`src/rtl/fp_popcnt_acc.sv`:
```
// Streams WORDS FIFO words per fingerprint vector and returns the vector's set-bit count.
// Optional macro POPCNT_PIPE_REG_EN registers the per-word popcount and adds a DRAIN state.
module fp_popcnt_acc #(
  parameter int WIDTH = 8,
  parameter int WORDS = 4,
  parameter int CNT_W = $clog2(WIDTH*WORDS+1)
) (
  input  logic             clk,
  input  logic             rstn,
  input  logic             fifo_empty,
  input  logic [WIDTH-1:0] fifo_q,
  output logic             fifo_rd,
  output logic             res_valid,
  input  logic             res_ready,
  output logic [CNT_W-1:0] res_cnt,
  output logic [15:0]      vec_id
);

  localparam int WC_W = $clog2(WORDS);
  localparam logic [WC_W-1:0] LAST_W = WC_W'(WORDS-1);

  localparam logic [1:0] ST_ACC   = 2'd0;
`ifdef POPCNT_PIPE_REG_EN
  localparam logic [1:0] ST_DRAIN = 2'd1;
`endif
  localparam logic [1:0] ST_HOLD  = 2'd2;

  logic [1:0]       state_q, state_d;
  logic [CNT_W-1:0] acc_q, acc_d;
  logic [WC_W-1:0]  wcnt_q, wcnt_d;
  logic             res_valid_q, res_valid_d;
  logic [CNT_W-1:0] res_cnt_q, res_cnt_d;
  logic [15:0]      vec_id_q, vec_id_d;
  logic [CNT_W-1:0] pc;
  logic [CNT_W-1:0] add;

  // Gated by rstn so the FIFO is never popped while the block is held in reset.
  assign fifo_rd = rstn && (state_q == ST_ACC) && !fifo_empty;

  always_comb begin
    pc = '0;
    for (int i = 0; i < WIDTH; i++) pc = pc + CNT_W'(fifo_q[i]);
  end

`ifdef POPCNT_PIPE_REG_EN
  // Pipe register holds zero on non-pop cycles, so it can be added unconditionally.
  logic [CNT_W-1:0] pc_q, pc_d;
  assign pc_d = fifo_rd ? pc : '0;
  assign add  = pc_q;

  always_ff @(posedge clk or negedge rstn) begin
    if (!rstn) pc_q <= '0;
    else       pc_q <= pc_d;
  end
`else
  assign add = fifo_rd ? pc : '0;
`endif

  always_comb begin
    state_d     = state_q;
    acc_d       = acc_q;
    wcnt_d      = wcnt_q;
    res_valid_d = res_valid_q;
    res_cnt_d   = res_cnt_q;
    vec_id_d    = vec_id_q;
    case (state_q)
      ST_ACC: begin
        acc_d = acc_q + add;
        if (fifo_rd) begin
          if (wcnt_q == LAST_W) begin
            wcnt_d = '0;
`ifdef POPCNT_PIPE_REG_EN
            state_d = ST_DRAIN;
`else
            state_d     = ST_HOLD;
            res_cnt_d   = acc_q + add;
            res_valid_d = 1'b1;
            acc_d       = '0;
`endif
          end else begin
            wcnt_d = wcnt_q + WC_W'(1);
          end
        end
      end
`ifdef POPCNT_PIPE_REG_EN
      ST_DRAIN: begin
        state_d     = ST_HOLD;
        res_cnt_d   = acc_q + add;
        res_valid_d = 1'b1;
        acc_d       = '0;
      end
`endif
      ST_HOLD: begin
        if (res_ready) begin
          state_d     = ST_ACC;
          res_valid_d = 1'b0;
          vec_id_d    = vec_id_q + 16'd1;
        end
      end
      default: state_d = ST_ACC;
    endcase
  end

  always_ff @(posedge clk or negedge rstn) begin
    if (!rstn) begin
      state_q     <= ST_ACC;
      acc_q       <= '0;
      wcnt_q      <= '0;
      res_valid_q <= 1'b0;
      res_cnt_q   <= '0;
      vec_id_q    <= '0;
    end else begin
      state_q     <= state_d;
      acc_q       <= acc_d;
      wcnt_q      <= wcnt_d;
      res_valid_q <= res_valid_d;
      res_cnt_q   <= res_cnt_d;
      vec_id_q    <= vec_id_d;
    end
  end

  assign res_valid = res_valid_q;
  assign res_cnt   = res_cnt_q;
  assign vec_id    = vec_id_q;

endmodule
```
`config.mk`:
```
export PLATFORM = sky130hd
export DESIGN_NAME = fp_popcnt_acc
export DESIGN_NICKNAME = d
export VERILOG_FILES = /design/src/rtl/fp_popcnt_acc.sv
export SDC_FILE = /design/constraint.sdc
export NUM_CORES = 1
export LEC_CHECK = 0
export CAP_MARGIN = 25
export CORE_MARGIN = 2
export CORE_UTILIZATION = 45
export DETAILED_ROUTE_END_ITERATION = 7
export HOLD_SLACK_MARGIN = 0.03
export MAX_ROUTING_LAYER = met4
export PLACE_DENSITY = 0.75
export SYNTH_ARGS = -nofsm -noshare
export SYNTH_HDL_FRONTEND = slang
export SYNTH_SLANG_ARGS = --single-unit
export TNS_END_PERCENT = 30
```
`constraint.sdc`:
```
create_clock -name clk -period 1.95 [get_ports clk]
set_input_delay 0.39 -clock clk [delete_from_list [all_inputs] [get_ports clk]]
set_output_delay 0.39 -clock clk [all_outputs]
set_load 0.01 [all_outputs]
```
==> impl_results.md <==
- Crit-path max FO: 2
- DP Worst Slack: -2.453 ns
- Critical path required time: 2.11 ns
- Slowest CP cell: fa_1
- Slew @ Worst Pin: 0.3992 ns
- CTS clk-pin slew, worst paths: 0.06 ns
- Number of max-cap violations: 0
- Clock skew: around 0.0098 ns
- Hold path startpoint: vec_id[15]$_DFFE_PN0P_
- Failing checks: negative setup slack
- Run status: complete, but fails checks
- Placed Instances: 244
- Mean Syn Cell Area: 11.07 um^2
- Worst setup margin: -1.656 ns
- Via Count: 1249
- Via-to-Cell Ratio: 4.917
- Initial Util: ~47%
- Synth cell types: 33
- Post-Syn Instances: 154
- H-Tree Depth: 2
- Area Overhead vs Synth: 40.21%
- Final period util: 184.9%
- TNS Setup: -16.71 ns
- Critical Path AT: 3.76 ns
- Critical path cell sequence: buf_8 -> inv_4 -> fa_1 -> fa_1 -> fa_1 -> inv_2 -> ha_4 -> fa_2 -> nand2_2 -> fa_2 -> buf_4 -> xor2_2 -> nor2_1 -> a22o_2
- DRC: 0
- #FFs+latches synth: 31
- Pwr per Cell Area: 1122 mW/mm^2
- Root buffer cell: clkbuf_8
- Non-Filler Instances: 254
- Die height: approximately 66 um
- Vias in the first global route: 1303
- Die width: 65.56 um
- Synth Area in Adders: about 12%
- Total grt overflow: 0
- Crit Path Category: primary input to flip-flop
- DR WL/cell: 13.99 um
- Routed Antenna Nets: 0
- Hold WS: 0.4762 ns
- First-pass GRT wire length: just under 6000 um
- # hold bufs at CTS: 0
- Core Rows: 22
- Rel. slew slack: 73.39%
- Most frequent cells in the layout: dfrtp_1, clkdlybuf4s50_1, inv_1, xnor2_1, buf_4
- Pre-Repair DR Iteration Count: 4
- Synth Cell Area: 0.001705 mm^2
- DRT iter0 DRCs: 37
- Core area: 0.003661 mm^2
- Yosys warns: 0
- Synth Area in Compound Gates: 8.584%
- Fmax achieved: 0.2773 GHz
- Final-stage net count: 232
- Clock Path Buffers: 2
- Initial antenna violation count: 0
- GR Util All Layers: 18.34%
- CTS tree: done
- Simple-Gate Fraction of Synth Area: 14.23%
- Global placement routability congestion: 0.8043
- Final slew viol count: 0
- Die outline area: 0.004298 mm^2
- Maximum vdd drop: 0.0008739 V
- R2r startpoint: res_valid$_DFFE_PN0P_
- Diodes inserted: 0
- Final Critical Period: 3.606 ns
- Reg-to-reg slack, setup: -0.16 ns
- Final setup fails: 12
- Mux contribution to synthesized area: about 3.5%
- Largest family of logic cells by synthesized area: simple AND/OR/NAND/NOR gates
- Cell mode on critical path: fa_1
- HPWL Detailed: 2665 um
- Startpoint types: primary input
- Critical path's largest stage delay: approximately 0.55 ns
- Leakage power: around 1.1 nW
- FF-to-FF path depth: 9
- TritonCTS Buffers: 5
- Total Wirelength: 3553 um
- Worst setup EP type: flip-flop
- # clock sinks: 31
- HP Class: flip-flop to flip-flop
- Critical path origin: fifo_q[1]
- Sequential share of the synthesized area: 45.49%
- Largest net degree at the start of global routing: 33
- Port bufs: 35
- Io pins: 36
- Unrepaired setup endpoints after global routing: yes
- Worst Hold End: vec_id[15]$_DFFE_PN0P_
- WHS Path Cells: 1
- Share of cells above drive strength 1: between 20% and 30%
- Worst-Skew Late Latency: 0.28 ns
- Syn_nets: 180
- Final hold vios: 0
- Worst R2R End: acc_q[2]$_DFFE_PN0N_
- Post-Synth XOR/XNOR Area: under 10%
-- what timing repair did --
item | CTS | global route
pin swaps | 19 | 15
setup endpoints to repair | 13 | 13
resized for setup | 23 | 13
setup buffers | 1 | 2
-- power by group --
| part | leakage, nW | total (mW) | switching, mW | internal (mW) |
|---|---|---|---|---|
| clock | 0.0470 | 0.500 | 0.223 | 0.276 |
| sequential | 0.409 | 0.998 | 0.168 | 0.829 |
| combinational | 0.636 | 1.18 | 0.532 | 0.652 |
| total | 1.09 | 2.68 | 0.924 | 1.76 |
-- synth_stat cells --
cell	number	area (um^2)
o21bai_1	1	7.510
ha_1	9	112.6
and2_1	2	12.51
nor3_4	1	16.27
a21oi_1	7	35.03
nand4_4	1	21.27
nor3b_4	1	18.77
inv_1	21	78.83
nand3_4	1	17.52
mux2_4	1	15.01
fa_1	5	100.1
xnor2_1	12	105.1
a22o_2	3	30.03
dfrtp_1	31	775.7
o31ai_1	1	7.510
nand3_1	6	30.03
a311oi_1	1	8.760
a31oi_1	2	12.51
mux2_2	4	45.04
nor2b_1	1	6.260
nand4_1	2	12.51
nand2_1	11	41.29
and3b_1	1	8.760
nor3_1	2	10.01
xor2_1	7	61.31
and3_1	2	12.51
nand2_2	1	6.260
o21a_1	1	7.510
buf_6	2	22.52
nand2b_1	1	6.260
o22ai_1	2	12.51
nor2_1	6	22.52
o21ai_0	5	25.02
-- registers in the layout (all words and copies together), names as in the netlist --
name,count
res_cnt,6
vec_id,16
res_valid,1
acc_q,6
wcnt_q,2
-- worst max-delay path, delay by kind of cell --
family	cells	cell delay, ns
compound gates	1	0.23
buf+inv	4	0.31
fa+ha+maj	6	2.56
simple gates	2	0.13
xor+xnor	1	0.15
-- per-stage QoR --
| stage | area, um^2 | util [%] | power (mW) |
|---|---|---|---|
| 6_report | 2391 | 65.31 | 2.682 |
| 4_1_cts | 2332 | 63.70 | 2.642 |
| 2_1_floorplan | 1747 | - | 1.621 |
| 3_3_place_gp | 2202 | 60.15 | 2.028 |
| 5_1_grt | 2391 | 65.31 | 2.855 |
| 3_5_place_dp | 2202 | 60.15 | 2.088 |
-- routing by layer --
layer | vias up | share of wire (%) | track usage (%)
li1 | 611 | - | -
met5 | - | 0 | -
met4 | 0 | 0.23 | 5.469
met1 | 608 | 43 | 21.60
met3 | 2 | 2.9 | 4.110
met2 | 28 | 54 | 31.51
-- cells by family (layout without fill, tap and decap cells) --
kind of cell    count (synthesis)  after routing
buf+inv                        23             75
mux                             5              5
fa+ha+maj                      14             14
flops                          31             31
xor+xnor                       19             19
compound gates                 23             23
simple gates                   39             39
-- layout make-up --
| cell class | instances | area (um^2) |
|---|---|---|
| fillers | 281 | 1270 |
| multi-input cells | 100 | 929.6 |
| flip-flops and latches | 31 | 775.7 |
| repair buffers | 47 | 449.2 |
| inverters | 21 | 88.84 |
| clock buffers | 6 | 82.58 |
| well taps | 48 | 60.06 |
| clock inverters | 1 | 5.005 |
-- worst max-delay path by stage --
stage,cells after the start,slack (ns),to
2_1_floorplan,14,-1.73,res_cnt[3]$_DFFE_PN0P_
3_3_place_gp,15,-2.34,res_cnt[5]$_DFFE_PN0P_
3_5_place_dp,15,-2.45,res_cnt[5]$_DFFE_PN0P_
4_1_cts,14,-1.70,res_cnt[4]$_DFFE_PN0P_
5_1_grt,15,-1.73,acc_q[4]$_DFFE_PN0N_
6_report,14,-1.66,acc_q[2]$_DFFE_PN0N_
No activity file was read; power rests on OpenSTA's default activity.
==> patch, RTL diff (same settings) <==
The option `POPCNT_PIPE_REG_EN` is turned on by a define.
--- a/src/rtl/fp_popcnt_acc.sv
+++ b/src/rtl/fp_popcnt_acc.sv
@@ -1,4 +1,6 @@
 // Streams WORDS FIFO words per fingerprint vector and returns the vector's set-bit count.
 // Optional macro POPCNT_PIPE_REG_EN registers the per-word popcount and adds a DRAIN state.
+`define POPCNT_PIPE_REG_EN
+
 module fp_popcnt_acc #(
   parameter int WIDTH = 8,
Behaviour: not the same (a bounded check fails within 10 cycles, from zero or initial values and one cycle with rstn low).
==> patch against the unedited design <==
- the run still ends with negative setup slack left
- cell count rose by 2.4%
- routed wire length decreased by 2.5%
- setup slack better by 0.96 ns
- cell area rose by 3.1%
- synthesized area rose by 12%
- power shrank 1.4%
- sequential cell count increased by 6
- hold slack about the same
- non-clock buffer count fell by 5
- largest power group is now registers
==> patch: results (changes against the unedited design) <==
status finished with violations; failing checks negative setup slack; H-tree depth 2 (unchanged); routability cong. 0.8059 (+0.20%); xor/xnor share of the synthesized area 8.750% (-1.0 points); # fillers 329 (+17%); worst slew pin tran 0.4605 ns (+0.06132 ns); Non-Filler Instances 260 (+2.4%); sequential-to-total area share from yosys stat 48.68% (+3.2 points); first-pass GRT wire length 6134 um (+5.7%); compound-gate portion of the synthesized area 7.763% (-0.82 points); dpl cells 250 (+2.5%); Total Wirelength 3463 um (-2.5%); worst hold endpoint res_cnt[4]; number of global-route vias before repair 1339 (+2.8%); synth cell count leaders dfrtp_1 (37), inv_1 (20), xnor2_1 (13); total track usage 16.81% (-1.5 points); Net Count, Synth 190 (+5.6%); final worst slack -0.6921 ns (+0.9640 ns); Critical R2R Capture acc_q[4]; clk pwr 0.587 mW (+17%); pre-CTS setup slack -1.440 ns (+1.013 ns); clk root buf clkbuf_8; sw power 0.8428 mW (-8.8%); Seq. pwr 1.12 mW (+12%); R2R cell count 7 (-2); HPWL Detailed 2585 um (-3.0%); R2R Setup Slk 0.14 ns (+0.30 ns); adder-cell share of the synthesized area 11.18% (-1.3 points); share of post-route cells with drive strength above 1 17.14% (-9.1 points); setup tns final -2.119 ns (+14.59 ns); DR vias/cell 5.096 (+3.6%); hold wc startpoint res_cnt[4]; Placed Area 0.002330 mm2 (+5.8%); Hold Path Stages 2 (+1); hold slack 0.4763 ns (+0.00009800 ns); P_leak 1.147 nW (+5.1%); final setup fails 4 (-8); antenna fix cells 0 (unchanged); Post-Synthesis Cells 164 (+6.5%); largest net degree at the start of global routing 38 (+15%); worst r2r src acc_q[0]; fin nets 235 (+1.3%); dominant cells by area after synthesis dfrtp_1 (49%), xnor2_1 (6.0%), ha_1 (5.9%); Pwr per Cell Area 1072 mW/mm2 (-4.4%); multiplexer share of the synthesized area 3.553% (+0.031 points); peak supply drop 0.4986 mV (-43%); clock buffer depth 2 (unchanged); CP arrival 2.83 ns (-0.93 ns); Yosys cell types 40 (+21%); clock latency on the worst-skew pair 0.30 ns (+0.02 ns)
==> patch: area by class of cell <==
cell class | count | area [um2] | share of cell area, %
multi-input combinational | 103 | 900.9 | 36.55
sequential | 37 | 925.9 | 37.56
clock inverter | 1 | 5.005 | 0.2030
timing repair buffer | 42 | 399.1 | 16.19
inverter | 20 | 75.07 | 3.046
clock buffer | 7 | 96.34 | 3.909
tap | 50 | 62.56 | 2.538
==> patch: per-layer routing <==
metal  vias to the layer above  GRT usage [%]  wire length, um
met1                       647          18.96             1431
met2                        27          28.21             1814
met3                         8          2.778              124
met5                         -              -                0
li1                        643              -                -
met4                         0          9.586               93
==> patch: what timing repair did <==
| action | in CTS | in global routing |
|---|---|---|
| setup endpoints to repair | 5 | 5 |
| setup buffers | 1 | 1 |
| gates resized for setup | 17 | 4 |
| pin swaps | 8 | 6 |
==> patch: worst max-delay path by stage <==
| stage | startpoint | end | slack (ns) | depth (start not counted) |
|---|---|---|---|---|
| detailed placement | fifo_q[3] | add[2] | -1.44 | 10 |
| finish | fifo_q[1] | add[2] | -0.69 | 10 |
| floorplan | fifo_q[3] | add[2] | -0.88 | 9 |
| global placement | fifo_q[3] | add[2] | -1.36 | 10 |
| CTS | fifo_q[0] | add[2] | -0.71 | 10 |
| global route | fifo_q[1] | add[2] | -0.76 | 10 |
==> patch: cells by family after synthesis <==
family                     after synthesis
DFF                                     37
muxes                                    6
xor gates and xnor gates                19
adders and majority gates               14
AOI/OAI and AO/OA                       22
buffers and inverters                   24
and+or+nand+nor                         42
==> patch: tightest hold or removal path, cell delays in order (launching register included) <==
cell and delay [ns]:
dfrtp_1 0.34, nand2_1 0.05, o31ai_1 0.05
